`src/rtl/mem_req_pkg.sv`:
```
// Shared types and default sizes for the main-memory request master.
//   state_t : controller states (IDLE, WAIT, RESP)
//   op_t    : latched operation kind (OP_LOAD, OP_STORE)
//   DEF_*   : default bus widths and memory depth used by the top module
package mem_req_pkg;

   localparam int DEF_ADDR_W    = 13;
   localparam int DEF_DATA_W    = 13;
   localparam int DEF_MEM_DEPTH = 13;

   typedef enum logic [1:0] {
      IDLE = 2'd0,
      WAIT = 2'd1,
      RESP = 2'd2
   } state_t;

   typedef enum logic {
      OP_LOAD  = 1'b0,
      OP_STORE = 1'b1
   } op_t;

endpackage

```
`src/rtl/mem_req_timer.sv`:
```
// Timeout counter for the memory wait phase.
//   clk, reset : clock, asynchronous active-low reset
//   clr_i      : force the count to zero (held while not waiting)
//   en_i       : count this edge (waiting and no Done seen)
//   tc_o       : terminal count, high on the CYCLES-th counted edge
module mem_req_timer #(
   parameter int unsigned CYCLES = 8
) (
   input  logic clk,
   input  logic reset,
   input  logic clr_i,
   input  logic en_i,
   output logic tc_o
);

   localparam int unsigned CW = (CYCLES > 1) ? $clog2(CYCLES) : 1;

   logic [CW-1:0] cnt_q, cnt_d;

   always_comb begin
      cnt_d = cnt_q;
      if (clr_i)     cnt_d = '0;
      else if (en_i) cnt_d = cnt_q + 1'b1;
   end

   always_ff @(posedge clk or negedge reset) begin
      if (!reset) cnt_q <= '0;
      else        cnt_q <= cnt_d;
   end

   // cnt_q counts completed idle edges, so the edge that sees CYCLES-1 is
   // the CYCLES-th one without Done.
   assign tc_o = en_i && (cnt_q == CW'(CYCLES - 1));

endmodule

```
`src/rtl/mem_request_master.sv`:
```
// Initiator side of the main-memory read/write/Done handshake.
// Optional feature: define MEM_TIMEOUT_EN to abort a transaction after
// TIMEOUT_CYCLES edges without Done (otherwise WAIT waits indefinitely).
//   clk, reset            : clock, asynchronous active-low reset
//   req_valid/req_ready   : request handshake from the control unit
//   req_write/addr/wdata  : request payload (1 = store)
//   rsp_valid/rdata/error : one-cycle response strobe and its payload
//   busy                  : memory transaction outstanding
//   mem_address/dataIn    : address and write data to memory
//   mem_write/mem_read    : strobes to memory, held until Done
//   mem_dataOut/mem_done  : read data and completion flag from memory
module mem_request_master
   import mem_req_pkg::*;
#(
   parameter int ADDR_W         = DEF_ADDR_W,
   parameter int DATA_W         = DEF_DATA_W,
   parameter int MEM_DEPTH      = DEF_MEM_DEPTH,
   parameter int TIMEOUT_CYCLES = 8
) (
   input  logic              clk,
   input  logic              reset,
   input  logic              req_valid,
   output logic              req_ready,
   input  logic              req_write,
   input  logic [ADDR_W-1:0] req_addr,
   input  logic [DATA_W-1:0] req_wdata,
   output logic              rsp_valid,
   output logic [DATA_W-1:0] rsp_rdata,
   output logic              rsp_error,
   output logic              busy,
   output logic [ADDR_W-1:0] mem_address,
   output logic [DATA_W-1:0] mem_dataIn,
   output logic              mem_write,
   output logic              mem_read,
   input  logic [DATA_W-1:0] mem_dataOut,
   input  logic              mem_done
);

   state_t            state_q, state_d;
   op_t               op_q, op_d;
   logic [ADDR_W-1:0] addr_q, addr_d;
   logic [DATA_W-1:0] wdata_q, wdata_d;
   logic [DATA_W-1:0] rdata_q, rdata_d;
   logic              err_q, err_d;
   logic              wr_q, wr_d;
   logic              rd_q, rd_d;
   logic              out_of_range;
   logic              tmo;

   assign out_of_range = 32'(req_addr) >= MEM_DEPTH;

`ifdef MEM_TIMEOUT_EN
   mem_req_timer #(.CYCLES(TIMEOUT_CYCLES)) u_timer (
      .clk   (clk),
      .reset (reset),
      .clr_i (state_q != WAIT),
      .en_i  ((state_q == WAIT) && !mem_done),
      .tc_o  (tmo)
   );
`else
   assign tmo = 1'b0;
`endif

   always_comb begin
      state_d = state_q;
      op_d    = op_q;
      addr_d  = addr_q;
      wdata_d = wdata_q;
      rdata_d = rdata_q;
      err_d   = err_q;
      wr_d    = wr_q;
      rd_d    = rd_q;
      case (state_q)
         IDLE: begin
            if (req_valid) begin
               op_d    = req_write ? OP_STORE : OP_LOAD;
               addr_d  = req_addr;
               wdata_d = req_wdata;
               if (out_of_range) begin
                  // Rejected locally: memory never sees a strobe.
                  state_d = RESP;
                  err_d   = 1'b1;
                  rdata_d = '0;
               end else begin
                  state_d = WAIT;
                  wr_d    = req_write;
                  rd_d    = !req_write;
               end
            end
         end
         WAIT: begin
            // Done is checked first so it beats a coincident timeout.
            if (mem_done) begin
               state_d = RESP;
               wr_d    = 1'b0;
               rd_d    = 1'b0;
               err_d   = 1'b0;
               rdata_d = (op_q == OP_LOAD) ? mem_dataOut : '0;
            end else if (tmo) begin
               state_d = RESP;
               wr_d    = 1'b0;
               rd_d    = 1'b0;
               err_d   = 1'b1;
               rdata_d = '0;
            end
         end
         RESP:    state_d = IDLE;
         default: state_d = IDLE;
      endcase
   end

   always_ff @(posedge clk or negedge reset) begin
      if (!reset) begin
         state_q <= IDLE;
         op_q    <= OP_LOAD;
         addr_q  <= '0;
         wdata_q <= '0;
         rdata_q <= '0;
         err_q   <= 1'b0;
         wr_q    <= 1'b0;
         rd_q    <= 1'b0;
      end else begin
         state_q <= state_d;
         op_q    <= op_d;
         addr_q  <= addr_d;
         wdata_q <= wdata_d;
         rdata_q <= rdata_d;
         err_q   <= err_d;
         wr_q    <= wr_d;
         rd_q    <= rd_d;
      end
   end

   assign req_ready   = (state_q == IDLE);
   assign busy        = (state_q == WAIT);
   assign rsp_valid   = (state_q == RESP);
   assign rsp_rdata   = rdata_q;
   assign rsp_error   = err_q;
   assign mem_address = addr_q;
   assign mem_dataIn  = wdata_q;
   assign mem_write   = wr_q;
   assign mem_read    = rd_q;

endmodule
```
`config.mk`:
```
export PLATFORM = sky130hd
export DESIGN_NAME = mem_request_master
export DESIGN_NICKNAME = d
export VERILOG_FILES = /design/src/rtl/mem_req_pkg.sv /design/src/rtl/mem_req_timer.sv /design/src/rtl/mem_request_master.sv
export SDC_FILE = /design/constraint.sdc
export NUM_CORES = 1
export LEC_CHECK = 0
export CAP_MARGIN = 20
export CORE_ASPECT_RATIO = 1.5
export CORE_MARGIN = 1
export CORE_UTILIZATION = 35
export CTS_CLUSTER_SIZE = 20
export DETAILED_ROUTE_END_ITERATION = 10
export PLACE_DENSITY_LB_ADDON = 0.25
export SYNTH_ARGS = -nofsm -noshare
export SYNTH_HDL_FRONTEND = slang
export SYNTH_SLANG_ARGS = --single-unit
export TNS_END_PERCENT = 50
```
`constraint.sdc`:
```
create_clock -name clk -period 4 [get_ports clk]
set_input_delay 0.4 -clock clk [delete_from_list [all_inputs] [get_ports clk]]
set_output_delay 0.4 -clock clk [all_outputs]
set_load 0.02 [all_outputs]
```
==> summary.md, run 1 <==
| Metric | Value |
|---|---|
| Hpwl dp | 3263 um |
| Overall routing resource usage | between 10% and 20% |
| Setup WS pre-CTS | 1.790 ns |
| Largest cells by area after synthesis | dfrtp_1 (62%), nand2_1 (17%), a22o_2 (6.1%) |
| Critical Path End Type | output pin |
| Clock Sink Count | between 40 and 50 |
| Metal-1 WL | 1817 um |
| Cts hold-fix bufs | 0 |
| Post-synth EDFFs | 0 |
| Core area | ~4900 um^2 |
| Initial DRC count | 38 |
| Ys async rst share | between 90% and 100% |
| Warnings, synthesis | 0 |
| DRT antenna net count | 0 |
| Via count | between 1,500 and 2,000 |
| Post-Syn Area | around 1800 um^2 |
| Fill cell count | approximately 460 |
| Fin Setup TNS | 0 ns |
| Antenna fix cells | 0 |
| Final #Nets | 306 |
| # IOs | between 80 and 90 |
| First-pass GRT wire length | about 7000 um |
| Cts bufs inserted | 5 |
| Main flop type after synthesis | dfrtp_1 |
| Tcrit/Tclk final | between 50% and 60% |
| Commonest cells post-synth | nand2_1 (84), dfrtp_1 (45), a22o_2 (11) |
| CP Buf/Inv Count | 1 |
| Clock Path Buffers | 2 |
| Total power after layout | ~1.0 mW |
| Area occupied by registers | 1126 um^2 |
| Post-synthesis cell type count | 24 |
| Row cnt | 31 |
| Power density cells | around 370 nW/um^2 |
| Worst Skew | approximately 0.003 ns |
| Clk root buf | clkbuf_8 |
| DRT Pass-1 Iters | 4 |
| Leading area contributor after synthesis | dfrtp_1 |
| Critical Path AT | 1.73 ns |
| Syn avg cell area | 10.42 um^2 |
| Req. time, crit path | ~3.6 ns |
| Largest net degree at the start of global routing | 46 |
| # H-tree levels | 2 |
| Vias in the first global route | 1,461 |
| Worst Setup Path Type | reg -> out |
| Fin worst setup slack | between 1.5 and 2 ns |
| Sequential share of the synthesized area | a little over three fifths |
| # DRC | 0 |
| CP delay by family, top | buffers and inverters |
| Post-CTS Resized | 0 |
| Highest Clock Rate | 469.3 MHz |
| Final setup vio count | 0 |
| Most frequent cell after synthesis | nand2_1 |
| Placer Congestion | a little over 0.7 |
| Worst slew pin tran | 0.9589 ns |
| Die X | just over 60 um |
| Crit-path max cell delay | about 0.66 ns |
| Global route overflow | 0 |
| Area delta synth->final | 56.35% |
| Syn Inst Count | approximately 170 |
| Met2 wire len | about 2300 um |
| Syn_nets | ~220 |
| Period minus WS final | between 2 and 2.5 ns |
| Maximum VDD drop | 0.2133 mV |
| Clk slew on worst S/H paths | 0.07 ns |
| TritonCTS clock tree | built |
| RSZ-0062 raised after global routing | false |
| CP startpoint kind | register |
| Setup bufs post-CTS | 0 |
| Routed vias/inst | about 4.6 |
| Crit-path cells | nor2b_1 > clkdlybuf4s50_1 |
| Final hold violations | 0 |
| Area share of the leading cell type in the synthesized netlist | about 62% |
| Final Max Slew Viols | 0 |
| Drt total wl | ~4500 um |
| Die area | between 5000 and 6000 um^2 |
| DR WL/cell | 13.59 um |
| CP Max Fanout | 7 |
| Initial antenna violation count | 0 |
| Max-cap violation count | 0 |
| Relative slew slack | 35.92% |
| Synth Register Bits | 45 |
| IO buf count | about 90 |
| Die extent in y | about 90 um |
| Worst skew pair latency | 0.29 ns |
| Share of layout cells above drive strength 1 | approximately a tenth |
| Slowest CP cell | clkdlybuf4s50_1 |
| Status | complete, no violations |
| Routed met3 length | about 310 um |
| Leakage | 1.336 nW |
| HP Class | in -> async |
| Starting Density | between 30 and 40% |
| Top routing layer used | met4 |
| Area occupied by multi-input gates | 609.3 um^2 |
worst paths after layout:
check,slack (ns),from,cells after the start,end
setup / recovery,1.87,state_q[0],2,busy
hold / removal,0.04,reset,1,rsp_rdata[1]
setup reg to reg,1.98,state_q[0],3,mem_read
hold reg to reg,0.48,mem_address[5],2,mem_address[5]
max in group asynchronous,3.47,reset,2,mem_dataIn[3]
min in group clk,0.48,mem_address[5],2,mem_address[5]
report_power, final:
group / leakage, nW / switching, mW / internal, mW / total, mW
registers: 0.570 / 0.0245 / 0.495 / 0.519
clock network: 0.0443 / 0.135 / 0.137 / 0.272
logic: 0.722 / 0.125 / 0.127 / 0.251
layout by cell type (no fill, tap or decap), types with 2 or more instances in the layout:
cell type	instances
a22o_1	2
nand3_1	2
dfrtp_1	45
nor4_1	2
clkdlybuf4s50_1	87
nor2_1	2
clkbuf_8	6
a22o_2	11
inv_1	3
o211ai_1	2
nand2_1	84
cells by family after synthesis:
logic type,Yosys count,synth area share (%)
simple gates,95,22.42
compound gates,21,10.83
flops,45,62.46
buf+inv,11,3.747
mux,1,0.5552
layout make-up:
type	instances	share of cell area, %
Sequential cell	45	39.95
Clock buffer	7	3.063
Tap cell	66	2.929
Multi-Input combinational cell	117	21.62
Timing Repair Buffer	90	32.05
Inverter	3	0.3995
registers in the layout, indices dropped and copies added (netlist names):
register and flops:
mem_address 13, mem_dataIn 13, rsp_rdata 13, state_q 2, mem_read 1, mem_write 1
op_q 1, rsp_error 1
per-layer routing:
| layer | global-route usage (%) | up-vias |
|---|---|---|
| met1 | 20.77 | 712 |
| met2 | 28.85 | 58 |
| met3 | 4.892 | 5 |
| met5 | 0 | - |
| met4 | 5.114 | 0 |
| li1 | - | 744 |
stage by stage:
| step | cell area, um^2 | hold slack [ns] | std cells | util (%) |
|---|---|---|---|---|
| floorplan | 1803 | 0.1044 | 173 | - |
| global placement | 2713 | 0.4571 | 320 | 55.50 |
| detailed placement | 2713 | 0.4612 | 320 | 55.50 |
| CTS | 2799 | 0.3024 | 327 | 57.27 |
| global route | 2819 | 0.06598 | 328 | 57.68 |
| finish | 2819 | 0.04337 | 328 | 57.68 |
(Power assumes the default switching activity.)
==> run 2: changes to the inputs <==
==> constraint.sdc (replaced) <==
create_clock -name clk -period 2.15 [get_ports clk]
set_input_delay 0.215 -clock clk [delete_from_list [all_inputs] [get_ports clk]]
set_output_delay 0.215 -clock clk [all_outputs]
set_load 0.02 [all_outputs]
==> run 2 against run 1 <==
  * Sequential power up 86%
  * Cell count increased by 1.5%
  * Clock power increased by 86%
  * Combinational power is 88% higher
  * Clock skew about the same
  * Non-clock buffer count increased by 5
  * Highest routed layer unchanged
==> summary.md, run 2 (synthesis results as in run 1) <==
| Metric | Value |
|---|---|
| Status | complete, no violations (unchanged) |
| Relative slew slack | 63.30% (was 35.92%) |
| # DRC | 0 (unchanged) |
| Fin worst setup slack | 0.1938 ns (was 1.869 ns) |
| Req. time, crit path | 1.93 ns (was 3.60 ns) |
| CP startpoint kind | register (unchanged) |
| Final Max Slew Viols | 0 (unchanged) |
| Period minus WS final | between 1.5 and 2 ns |
| IO buf count | 88 (unchanged) |
| Drt total wl | 4460 um (was 4457 um) |
| Row cnt | 31 (unchanged) |
| Tcrit/Tclk final | slightly above 90% |
| Hpwl dp | 3384 um (was 3263 um) |
| R2R depth | 4 (was 3) |
| Maximum VDD drop | 0.3438 mV (was 0.2133 mV) |
| Starting Density | 36.89% (unchanged) |
| Die area | 5448 um^2 (unchanged) |
| Worst Setup Path Type | reg -> out (unchanged) |
| HP Class | in -> async (unchanged) |
| Global route overflow | 0 (unchanged) |
| Worst Skew | 0.003284 ns (was 0.003037 ns) |
| Max-cap violation count | 0 (unchanged) |
| Antenna fix cells | 0 (unchanged) |
| # IOs | 89 (unchanged) |
| Routed vias/inst | 4.571 (was 4.631) |
| Worst slew pin tran | 0.5499 ns (was 0.9589 ns) |
| Area occupied by multi-input gates | 609.3 um^2 (unchanged) |
| Core Util, Final | 58.24% (was 57.68%) |
| Final setup vio count | 0 (unchanged) |
| Die extent in y | 89.91 um (unchanged) |
| Post-DP Area | 2750 um^2 (was 2713 um^2) |
| Vias in the first global route | 1,585 (was 1,461) |
| Area occupied by registers | 1126 um^2 (unchanged) |
| Initial antenna violation count | 0 (unchanged) |
| Largest net degree at the start of global routing | 25 (was 46) |
| Die X | 60.60 um (unchanged) |
| DRT antenna net count | 0 (unchanged) |
| Most frequent cells in the layout | clkdlybuf4s50_1 (87), nand2_1 (84), dfrtp_1 (45) (unchanged) |
| Post-CTS Resized | 0 (unchanged) |
| First-pass GRT wire length | 7410 um (was 6996 um) |
| Core area | 4887 um^2 (unchanged) |
| Critical Path AT | 1.74 ns (was 1.73 ns) |
| Setup WS pre-CTS | 0.1757 ns (was 1.790 ns) |
| Final #Nets | 311 (was 306) |
| Final hold violations | 0 (unchanged) |
| Fin Setup TNS | 0 ns (unchanged) |
| Critical Path End Type | output pin (unchanged) |
| Fill cell count | 450 (was 457) |
| Clock Sink Count | 45 (unchanged) |
| Area delta synth->final | 57.88% (was 56.35%) |
| Clk root buf | clkbuf_8 (unchanged) |
| DR WL/cell | 13.39 um (was 13.59 um) |
| Clock Path Buffers | 2 (unchanged) |
| Overall routing resource usage | 18.17% (was 17.20%) |
| Initial DRC count | 39 (was 38) |
| Share of layout cells above drive strength 1 | 10.86% (was 9.542%) |
| # H-tree levels | 2 (unchanged) |
| Power density cells | 682.7 nW/um^2 (was 369.8 nW/um^2) |
| RSZ-0062 raised after global routing | false (unchanged) |
| Highest Clock Rate | around 510 MHz |
| Leakage | 1.355 nW (was 1.336 nW) |
| DRT Pass-1 Iters | 4 (unchanged) |
| Finished Cell Area | 2846 um^2 (was 2819 um^2) |
| Worst skew pair latency | 0.29 ns (about the same) |
| TritonCTS clock tree | built (unchanged) |
| Clk slew on worst S/H paths | 0.07 ns (about the same) |
| Via count | 1,522 (was 1,519) |
| Most common cell after layout, fill and taps aside | clkdlybuf4s50_1 (unchanged) |
| CP Max Fanout | 7 (unchanged) |
| Placer Congestion | 0.7988 (was 0.7225) |
| Cts bufs inserted | 5 (unchanged) |
## run 2: cell types whose count changed in the layout (fill, tap and decap cells not counted), sizes merged
cell / before / now
dlygate4sd3: 0 / 1
buf: 3 / 7
## run 2: routing by layer
layer | GRT usage [%] | part of all wire (%) | vias to the layer above
met5 | 0 | 0 | -
li1 | - | - | 750
met2 | 31.32 | 52 | 58
met3 | 6.043 | 7.1 | 5
met1 | 20.64 | 39 | 709
met4 | 5.114 | 1.2 | 0
## run 2: power by group
group	total, mW	switching [mW]	internal (mW)	leakage (nW)
Combinational	0.473	0.233	0.241	0.741
Clock	0.506	0.251	0.255	0.0443
Sequential	0.964	0.0442	0.920	0.570
Total	1.94	0.528	1.42	1.36
## run 2: worst max-delay path, stage by stage (launching register included)
cell	delay [ns]
dfrtp_1	0.53
nor2b_1	0.27
clkdlybuf4s50_1	0.66
## run 2: stage by stage
step	cells	hold slack, ns	power [mW]
finish	333	0.4436	1.943
global route	333	0.4496	2.052
CTS	333	0.4399	1.976
detailed placement	325	0.2318	1.457
global placement	325	0.2198	1.454
floorplan	173	-0.08059	1.172
## run 2: cell type report
type	count	share of cell area [%]
clock buffer	7	3.033
tap	66	2.901
sequential	45	39.56
timing repair buffer	95	32.70
inverter	3	0.3956
multi-input combinational	117	21.41
## run 2: final timing paths
| kind | start | end | slack [ns] |
|---|---|---|---|
| setup / recovery | state_q[0] | busy | 0.19 |
| hold / removal | reset | rsp_rdata[9] | 0.44 |
| setup reg to reg | state_q[0] | rsp_rdata[4] | 0.38 |
| hold reg to reg | mem_address[5] | mem_address[5] | 0.47 |
| max in group asynchronous | reset | mem_address[12] | 1.13 |
| min in group clk | req_wdata[3] | mem_dataIn[3] | 0.45 |
## run 2: timing repair
action / 4_1_cts / 5_1_grt
hold buffers: 1 / 0
hold endpoints to repair: 22 / 0
setup buffers: 0 / 0
